### src/rtl/ldp_transport_ctrl.sv
// ldp_transport_ctrl: laser-disc transport FSM driving stream seeks and MPEG decoder register writes.
module ldp_transport_ctrl #(
    parameter int MAX_FRAME = 54000,
    parameter int SEARCH_TIMEOUT = 50000000,
    parameter logic [4:0] REG_CTRL_ADDR = 5'd0,
    parameter logic [4:0] REG_FLUSH_ADDR = 5'd1
) (
    input  logic        sys_clk,
    input  logic        rst,
    input  logic        play,
    input  logic        pause,
    input  logic        search_req,
    input  logic [19:0] search_target,
    input  logic        frame_tick,
    input  logic        mpeg_busy,
    input  logic        seek_ack,
    output logic        frame_search_req,
    output logic [31:0] frame_search,
    output logic [4:0]  reg_addr,
    output logic        reg_wr_en,
    output logic [31:0] reg_dta_in,
    output logic        is_playing,
    output logic        is_paused,
    output logic        is_searching,
    output logic        search_err,
    output logic [19:0] current_frame
);
    localparam int CW = $clog2(SEARCH_TIMEOUT + 1);
    localparam logic [31:0] MAXF = 32'(MAX_FRAME);
    localparam logic [CW-1:0] TMO = CW'(SEARCH_TIMEOUT - 1);
    typedef enum logic [2:0] {STOPPED, PLAYING, PAUSED, SEEK_ISSUE, SEEK_WAIT, FLUSH, WR_CTRL} state_t;
    state_t state, state_n, ret, ret_n;
    logic [31:0] pend, pend_n;
    logic [19:0] target, target_n, cur, cur_n;
    logic [CW-1:0] cnt, cnt_n;
    logic wr, err;
    always_ff @(posedge sys_clk) begin
        if (rst) begin
            state  <= STOPPED;
            ret    <= STOPPED;
            pend   <= '0;
            target <= '0;
            cur    <= '0;
            cnt    <= '0;
        end else begin
            state  <= state_n;
            ret    <= ret_n;
            pend   <= pend_n;
            target <= target_n;
            cur    <= cur_n;
            cnt    <= cnt_n;
        end
    end
    always_comb begin
        state_n  = state;
        ret_n    = ret;
        pend_n   = pend;
        target_n = target;
        cur_n    = cur;
        cnt_n    = cnt;
        wr       = 1'b0;
        err      = 1'b0;
        case (state)
            STOPPED, PLAYING, PAUSED: begin
                if (state == PLAYING && frame_tick) begin
                    if (cur == MAXF[19:0]) begin
                        state_n = WR_CTRL;
                        pend_n  = 32'd0;
                        ret_n   = PAUSED;
                    end else cur_n = cur + 20'd1;
                end
                // one request per cycle: search_req > pause > play
                if (search_req) begin
                    if ({12'd0, search_target} <= MAXF) begin
                        target_n = search_target;
                        state_n  = SEEK_ISSUE;
                    end else err = 1'b1;
                end else if (pause && state == PLAYING) begin
                    state_n = WR_CTRL;
                    pend_n  = 32'd0;
                    ret_n   = PAUSED;
                end else if (play && state != PLAYING) begin
                    state_n = WR_CTRL;
                    pend_n  = 32'd1;
                    ret_n   = PLAYING;
                end
            end
            SEEK_ISSUE: begin
                state_n = SEEK_WAIT;
                cnt_n   = '0;
            end
            SEEK_WAIT: begin
                if (seek_ack) state_n = FLUSH;
                else if (cnt == TMO) begin
                    err     = 1'b1;
                    state_n = STOPPED;
                end else cnt_n = cnt + 1'b1;
            end
            FLUSH: begin
                wr = !mpeg_busy;
                if (!mpeg_busy) begin
                    cur_n   = target;
                    state_n = WR_CTRL;
                    pend_n  = 32'd0;
                    ret_n   = PAUSED;
                end
            end
            WR_CTRL: begin
                wr = !mpeg_busy;
                if (!mpeg_busy) state_n = ret;
            end
            default: state_n = STOPPED;
        endcase
    end
    assign reg_wr_en        = wr & ~rst;
    assign search_err       = err & ~rst;
    assign frame_search_req = state == SEEK_ISSUE;
    assign frame_search     = {12'd0, target};
    assign current_frame    = cur;
    assign is_playing       = state == PLAYING;
    assign is_paused        = state == PAUSED;
    assign is_searching     = state == SEEK_ISSUE || state == SEEK_WAIT || state == FLUSH;
    assign reg_addr         = state == FLUSH ? REG_FLUSH_ADDR : state == WR_CTRL ? REG_CTRL_ADDR : 5'd0;
    assign reg_dta_in       = state == FLUSH ? 32'd1 : state == WR_CTRL ? pend : 32'd0;
endmodule

### config.mk
export PLATFORM = sky130hd
export DESIGN_NAME = ldp_transport_ctrl
export DESIGN_NICKNAME = d
export VERILOG_FILES = /design/src/rtl/ldp_transport_ctrl.sv
export SDC_FILE = /design/constraint.sdc
export NUM_CORES = 1
export LEC_CHECK = 0
export BUFFER_PORTS_ARGS = -buffer_cell sky130_fd_sc_hd__buf_2
export CAP_MARGIN = 20
export CELL_PAD_IN_SITES_DETAIL_PLACEMENT = 0
export CELL_PAD_IN_SITES_GLOBAL_PLACEMENT = 1
export CORE_MARGIN = 2
export CORE_UTILIZATION = 35
export DETAILED_ROUTE_END_ITERATION = 8
export GPL_TIMING_DRIVEN = 0
export PLACE_DENSITY_LB_ADDON = 0.25
export SYNTH_ARGS = -nofsm -noshare
export SYNTH_HDL_FRONTEND = slang
export SYNTH_SLANG_ARGS = --single-unit
### constraint.sdc
create_clock -name sys_clk -period 2.3 [get_ports sys_clk]
set_input_delay 0.115 -clock sys_clk [delete_from_list [all_inputs] [get_ports sys_clk]]
set_output_delay 0.115 -clock sys_clk [all_outputs]
set_load 0.02 [all_outputs]
==> results.yml, run 1 <==
floorplanning:
  core_region_area_um2: 14400
  start_util: 0.355
  io_pins: 123
  die_area_um2: 15600
  die_x_um: 125
  die_h_um: 125
  num_rows: 44
synth:
  synth_ff_type: "dfxtp_1"
  synth-seq-cells: 104
  ys.warnings.count: 0
  synthSimpleGateAreaFrac: 0.297
  synth_area_leader_cell: "dfxtp_1"
  synth_area_um2: 5130
  synth_top_area_share: 0.406
  synth-compound-area-share: 0.184
  synth_fa_ha_area_frac: 0.00732
  synth_area_leaders: "dfxtp_1, and2_1, nand2_1"
  synth_edf_count: 0
  ys_types: 59
  ys_seq_area_frac: 0.406
  synth_xor_area_frac: 0.00342
  syn-instance-count: 620
  synth-async-reset-ratio: 0
  synth_top_family_by_area: "simple AND/OR/NAND/NOR gates"
  synth_area_per_cell_um2: 8.27
  synthMuxAreaShare: 0.0371
layout:
  layout-drive-gt1-share: 0.248
  area_growth_pct: 24.8
  nFillCells: 1466
  regArea_um2: 2080
  finalNonFillerCells: 947
  multi_input_area_um2: 2840
  num_antenna_cells: 0
  fin_area_um2: 6400
  final_util: 0.444
  finalNetCount: 789
critical_path:
  arrival_ns: 2.11
  crit_chain: "ha_1 > and2_1 > nand4_1 > or4_4 > o31ai_1 > buf_4"
  cp-end-kind: "output pin"
  r2r-end: "cnt[19]"
  crit_required_ns: 2.18
  r2r_setup_slack_ns: 0.09
  path_buf_inv: 1
  reg2reg_depth: 8
  r2r_start: "state[1]"
  slowest_delay_ns: 0.54
  path_class: "flip-flop to output pin"
  cp_slowest_cell: "or4_4"
  crit_family: "simple AND/OR/NAND/NOR gates"
  crit_fanout: 4
  cp-start-kind: "flip-flop"
hold_path:
  holdPathStages: 3
  hold_end: "target[2]"
  hold_class: "input port to flip-flop"
  hp-start: "search_target[2]"
cts:
  cts_tree: "done"
  clock_path_buffers: 2
  cts_hold_buf: 0
  clock_latency_ns: 0.36
  numCtsBuffers: 9
  root_buffer: "clkbuf_16"
  h-tree-depth: 3
  clk_pin_slew_ns: 0.07
  cts_sinks: 104
sta:
  setup_violations: 0
  timing.final.ws_setup_ns: 0.0759
  slew_headroom: 0.572
  min_period_over_period: 0.967
  post-route-min-period_ns: 2.22
  fmax_mhz: 450
  finalHoldViolations: 0
  finalMaxSlewViolations: 0
  worstMarginPinSlew_ns: 0.642
  rsz0062_at_grt: "true"
  fin_hold_ws_ns: 0.0113
  final.setup_skew_ns: 0.00560
  fin_setup_tns_ns: 0
power_and_ir_drop:
  vdd_drop_max_uv: 282
  total_power_mw: 3.88
  leakage_nw: 2.59
  p_per_area_nw_per_um2: 606
placement:
  dp_hpwl_mm: 11.3
  placed_cells: 925
  placed_area_um2: 5950
  portBuffers: 106
  gp_congestion: 0.829
  pre_cts_ws_ns: -0.312
global_route:
  grt_pass1_wl_mm: 24.6
  gr-total-overflow: 0
  grt_use_total: 0.194
  antenna_found_initial: 0
  grt_max_degree: 19
  grt_pass1_vias: 4650
routing:
  num_vias: 5150
  post_drt_wl_per_cell_um: 16.5
  remaining_drc_errors: 0
  dr.pass1.iters: 5
  via_per_inst: 5.44
  drt_iter0_drc: 382
  routed_wl_mm: 15.6
  ant_nets: 0
run_status:
  status: "finished clean"
job:
  drv_cap: 0
-- cell usage in the layout (no fill, tap or decap), types with 3 or more instances in the layout --
cell,count
buf_6,3
or3_1,10
nand2_1,71
a31oi_1,4
clkbuf_1,14
buf_4,24
a22o_1,3
nand4_1,16
and3_1,8
buf_2,108
or4_1,14
a211oi_1,7
nor4_1,3
o21ai_0,32
a21o_1,6
nor2_1,24
clkbuf_16,9
inv_1,13
nand3_1,26
dfxtp_1,103
a21oi_1,52
o31ai_1,12
o211ai_1,4
and2_1,67
o32ai_1,5
mux2i_1,19
conb_1,16
ha_1,3
nor3_1,7
clkbuf_2,10
a31o_2,3
-- what timing repair did --
item / CTS / global route
pin swaps: 2 / 2
setup buffers: 2 / 4
cloned: 0 / 0
endpoints found under the setup margin: 69 / 95
resized for setup: 14 / 33
-- routing by layer --
layer,up-vias,wire (µm),global-route usage
met1,2438,7380,0.279
li1,2479,-,-
met2,195,6710,0.280
met4,0,430,0.0784
met5,-,0,0
met3,38,1070,0.0436
-- tightest hold or removal path, cell delays in order --
cell and delay (ns):
buf_2 0.11, nand2_1 0.05, mux2i_1 0.05
-- cells by family after synthesis --
| logic type | after synthesis |
|---|---|
| buffers and inverters | 66 |
| AO/OA/AOI/OAI | 148 |
| adder cells (fa/ha/maj) | 3 |
| other | 1 |
| XOR/XNOR | 2 |
| flip-flops | 104 |
| multiplexers | 19 |
| AND/OR/NAND/NOR | 277 |
-- sequential cells by signal, indices dropped and copies added (netlist names) --
| signal | count |
|---|---|
| current_frame | 20 |
| target | 20 |
| state | 3 |
| pend | 32 |
| ret | 3 |
| cnt | 26 |
-- cell usage after synthesis, types with 2 or more instances --
library cell	number
and3b_1	2
a21oi_1	52
o21ai_0	33
o211ai_1	4
o32ai_1	6
nand2b_1	2
or3_1	10
mux2i_1	19
buf_1	3
and4_1	5
nor3b_1	3
a211oi_1	8
nor4bb_1	3
dfxtp_1	104
nand3b_1	2
nand3_1	26
nand4b_1	2
ha_1	3
nand4_1	16
nand2_1	72
or4_1	15
nor2b_1	3
inv_2	2
inv_1	13
a31o_2	3
a21o_1	6
and2_1	67
nor2_1	24
o31a_1	2
nor4_1	3
and3_1	8
buf_6	2
buf_2	4
o311ai_0	2
a31oi_1	4
clkbuf_1	25
buf_4	17
nor4b_1	3
o31ai_1	12
nor3_1	9
a22o_1	3
-- worst max path at each step --
| stage | from | to | slack [ns] | depth (start not counted) |
|---|---|---|---|---|
| floorplan | state[2] | reg_wr_en | 0.16 | 7 |
| global placement | state[0] | reg_wr_en | -0.34 | 7 |
| detailed placement | state[0] | reg_wr_en | -0.31 | 7 |
| CTS | cnt[15] | search_err | -0.02 | 5 |
| global route | state[2] | reg_dta_in[0] | -0.04 | 7 |
| finish | cnt[0] | search_err | 0.08 | 6 |
-- final cells by class --
class | count | share of cell area
multi-input cells | 465 | 0.444
flip-flops and latches | 104 | 0.326
repair buffers | 112 | 0.0903
plain buffers | 51 | 0.0471
well taps | 184 | 0.0360
clock buffers | 9 | 0.0352
clock inverters | 7 | 0.0123
inverters | 15 | 0.00919
-- report_power, final --
group | total [mW] | switching (mW) | internal (mW) | leakage [nW]
logic | 0.430 | 0.280 | 0.149 | 1.61
clock network | 1.61 | 0.746 | 0.860 | 0.150
registers | 1.84 | 0.0209 | 1.82 | 0.839
total | 3.88 | 1.05 | 2.83 | 2.59
Power figures use the tool's default switching activity.
==> inputs of run 2 (changes only) <==
--- a/config.mk
+++ b/config.mk
@@ -5,6 +5,7 @@
 export SDC_FILE = /design/constraint.sdc
 export NUM_CORES = 1
 export LEC_CHECK = 0
+export ABC_AREA = 1
 export BUFFER_PORTS_ARGS = -buffer_cell sky130_fd_sc_hd__buf_2
 export CAP_MARGIN = 20
 export CELL_PAD_IN_SITES_DETAIL_PLACEMENT = 0
==> run 2 against run 1 <==
Final cell count up 31%. Combinational power up 60%. Sequential cell count unchanged. Synthesized cell count up 43%. Total power up 8.6%. Clock power about the same. Count of clock-buffer cells in the layout unchanged. Largest cell class unchanged. Highest routed layer unchanged.
==> results.yml, run 2 <==
run_status:
  status: "finished clean"
routing:
  routed_wl_mm: 18.3
  ant_nets: 0
  drt_iter0_drc: 422
  post_drt_wl_per_cell_um: 14.7
  remaining_drc_errors: 0
  dr.pass1.iters: 5
  via_per_inst: 4.82
  num_vias: 6000
layout:
  num_antenna_cells: 0
  regMostFlops: "pend"
  layout-drive-gt1-share: 0.211
  finalNonFillerCells: 1245
  finalNetCount: 1051
  nFillCells: 1855
  final_common_cell: "nand2_1"
  layout_common_cells: "nand2_1, nor2_1, buf_2, inv_1, dfxtp_1"
  multi_input_area_um2: 3100
  reg_top3: "pend x32, cnt x26"
  regArea_um2: 2080
  largest_reg_flops: 32
  area_growth_pct: 20.2
power_and_ir_drop:
  intPower_mw: 2.83
  p_sw_mw: 1.38
  pwr-share-comb: 0.163
  leakage_nw: 2.87
  vdd_drop_max_uv: 346
  pwr-share-seq: 0.449
  p_per_area_nw_per_um2: 598
  p_clk_frac: 0.388
  switching_share: 0.328
critical_path:
  crit_fanout: 6
  cp-end-kind: "output pin"
  crit_required_ns: 2.18
  crit_chain: "ha_2 > nand2_1 > nor2_1 > nand2_2 > nor2_4 > nand4_1 > a21oi_2 > buf_2"
  path_class: "flip-flop to output pin"
  reg2reg_depth: 10
  cp_slowest_cell: "dfxtp_2"
  slowest_delay_ns: 0.40
  r2r_setup_slack_ns: 0.27
  r2r-end: "cnt[23]"
  r2r_start: "cnt[0]"
  cp-start-kind: "flip-flop"
  arrival_ns: 2.04
floorplanning:
  die_x_um: 133
  num_rows: 47
  die_area_um2: 17800
  start_util: 0.356
  die_h_um: 133
  core_region_area_um2: 16500
  io_pins: 123
hold_path:
  hold_end: "target[10]"
  holdPathStages: 3
  hp-start: "search_target[10]"
  hold_class: "input port to flip-flop"
global_route:
  grt_pass1_wl_mm: 29.2
  antenna_found_initial: 0
  gr-total-overflow: 0
  grt_pass1_vias: 5445
  grt_use_total: 0.207
  grt_max_degree: 22
cts:
  numCtsBuffers: 9
  clock_latency_ns: 0.36
  cts_hold_buf: 0
  root_buffer: "clkbuf_16"
  cts_sinks: 104
  cts_tree: "done"
  clock_path_buffers: 2
  clk_pin_slew_ns: 0.08
  h-tree-depth: 3
synth:
  ys.warnings.count: 0
  ys_seq_area_frac: 0.355
  synthMostInstantiatedCell: "nand2_1"
  synth_area_leaders: "dfxtp_1, nand2_1, nor2_1"
  synth_area_um2: 5860
  synth_ff_type: "dfxtp_1"
  synth_area_per_cell_um2: 6.60
  netlist_top_cells_count: "nand2_1, nor2_1, inv_1"
  synth-async-reset-ratio: 0
  synth_edf_count: 0
  synth_area_leader_cell: "dfxtp_1"
  synth_top_area_share: 0.355
  synth-seq-cells: 104
  syn-instance-count: 888
  ys_types: 36
job:
  drv_cap: 0
sta:
  slew_headroom: 0.505
  min_period_over_period: 0.938
  final.setup_skew_ns: 0.00885
  fmax_mhz: 463
  rsz0062_at_grt: "false"
  post-route-min-period_ns: 2.16
  finalMaxSlewViolations: 0
  timing.final.ws_setup_ns: 0.142
  setup_violations: 0
  fin_setup_tns_ns: 0
  finalHoldViolations: 0
  worstMarginPinSlew_ns: 0.742
placement:
  portBuffers: 106
  dp_hpwl_mm: 14.0
  gp_congestion: 0.889
  placed_cells: 1229
  pre_cts_ws_ns: 0.161
==> run 2: cell types whose count changed after synthesis, sizes merged, moves of 11 or more <==
cell,before,now
nand2,72,196
a21oi,52,63
nand3,26,62
o21ai,35,50
a211oi,9,33
nor2,24,143
inv,15,119
o31ai,12,0
mux2i,19,0
or4,15,0
and2,67,0
==> run 2: cell families (layout without fill, tap and decap cells) <==
family,after synthesis,count (layout),synth area share
and+or+nand+nor,445,445,0.329
DFF,104,104,0.355
AOI/OAI and AO/OA,150,150,0.163
xor gates and xnor gates,13,13,0.0194
buffers and inverters,172,294,0.127
adders and majority gates,3,3,0.00640
other,1,16,0.000640
==> run 2: how the worst max path moves through the flow <==
stage                     startpoint    endpoint  slack (ns)  cells past startpoint
final                         cnt[0]  search_err        0.14                      8
after global routing          cnt[1]  search_err       0.005                      8
after CTS                     cnt[0]  search_err       0.004                      8
after detailed placement      cnt[0]      cnt[4]        0.16                     10
after global placement        cnt[0]     cnt[16]        0.13                      7
after floorplan               cnt[0]      cnt[2]        0.58                     11
==> run 2: timing repair <==
| action | 4_1_cts | 5_1_grt |
|---|---|---|
| setup endpoints to repair | 1 | 5 |
| setup buffers | 0 | 0 |
| pin swaps | 0 | 0 |
| resized for setup | 1 | 3 |
==> run 2: layout make-up <==
class / count / area share
clock buffers: 9 / 0.0320
multi-input cells: 627 / 0.440
plain buffers: 53 / 0.0421
clock inverters: 7 / 0.0121
inverters: 119 / 0.0634
repair buffers: 106 / 0.0753
flip-flops and latches: 104 / 0.296
well taps: 220 / 0.0391
==> run 2: power groups by stage <==
stage	combinational, mW	sequential, mW	clock (mW)
5_1_grt	0.761	1.90	1.75
3_3_place_gp	0.685	1.93	0
3_5_place_dp	0.684	1.93	0
4_1_cts	0.688	1.89	1.67
2_1_floorplan	0.439	1.95	0
6_report	0.688	1.89	1.63
==> run 2: per-layer routing <==
metal / global-route usage / part of all wire
met1: 0.278 / 0.47
met2: 0.340 / 0.47
met3: 0.0316 / 0.038
met4: 0.0745 / 0.020
met5: 0 / 0
==> run 2: metrics by stage <==
stage	util	power (mW)	hold slack [ns]	instance area (µm²)
final	0.428	4.21	0.0204	7050
after global routing	0.428	4.40	0.0530	7050
after CTS	0.427	4.24	0.00847	7040
after detailed placement	0.408	2.62	0.391	6730
after global placement	0.408	2.62	0.385	6730
after floorplan	-	2.39	0.263	5920
==> run 2: worst max-delay path: cells and delay by family, from the launching register on <==
| kind | cells | cell delay [ns] |
|---|---|---|
| buf+inv | 1 | 0.19 |
| fa+ha+maj | 1 | 0.28 |
| flops | 1 | 0.40 |
| compound gates | 1 | 0.22 |
| simple gates | 5 | 0.59 |
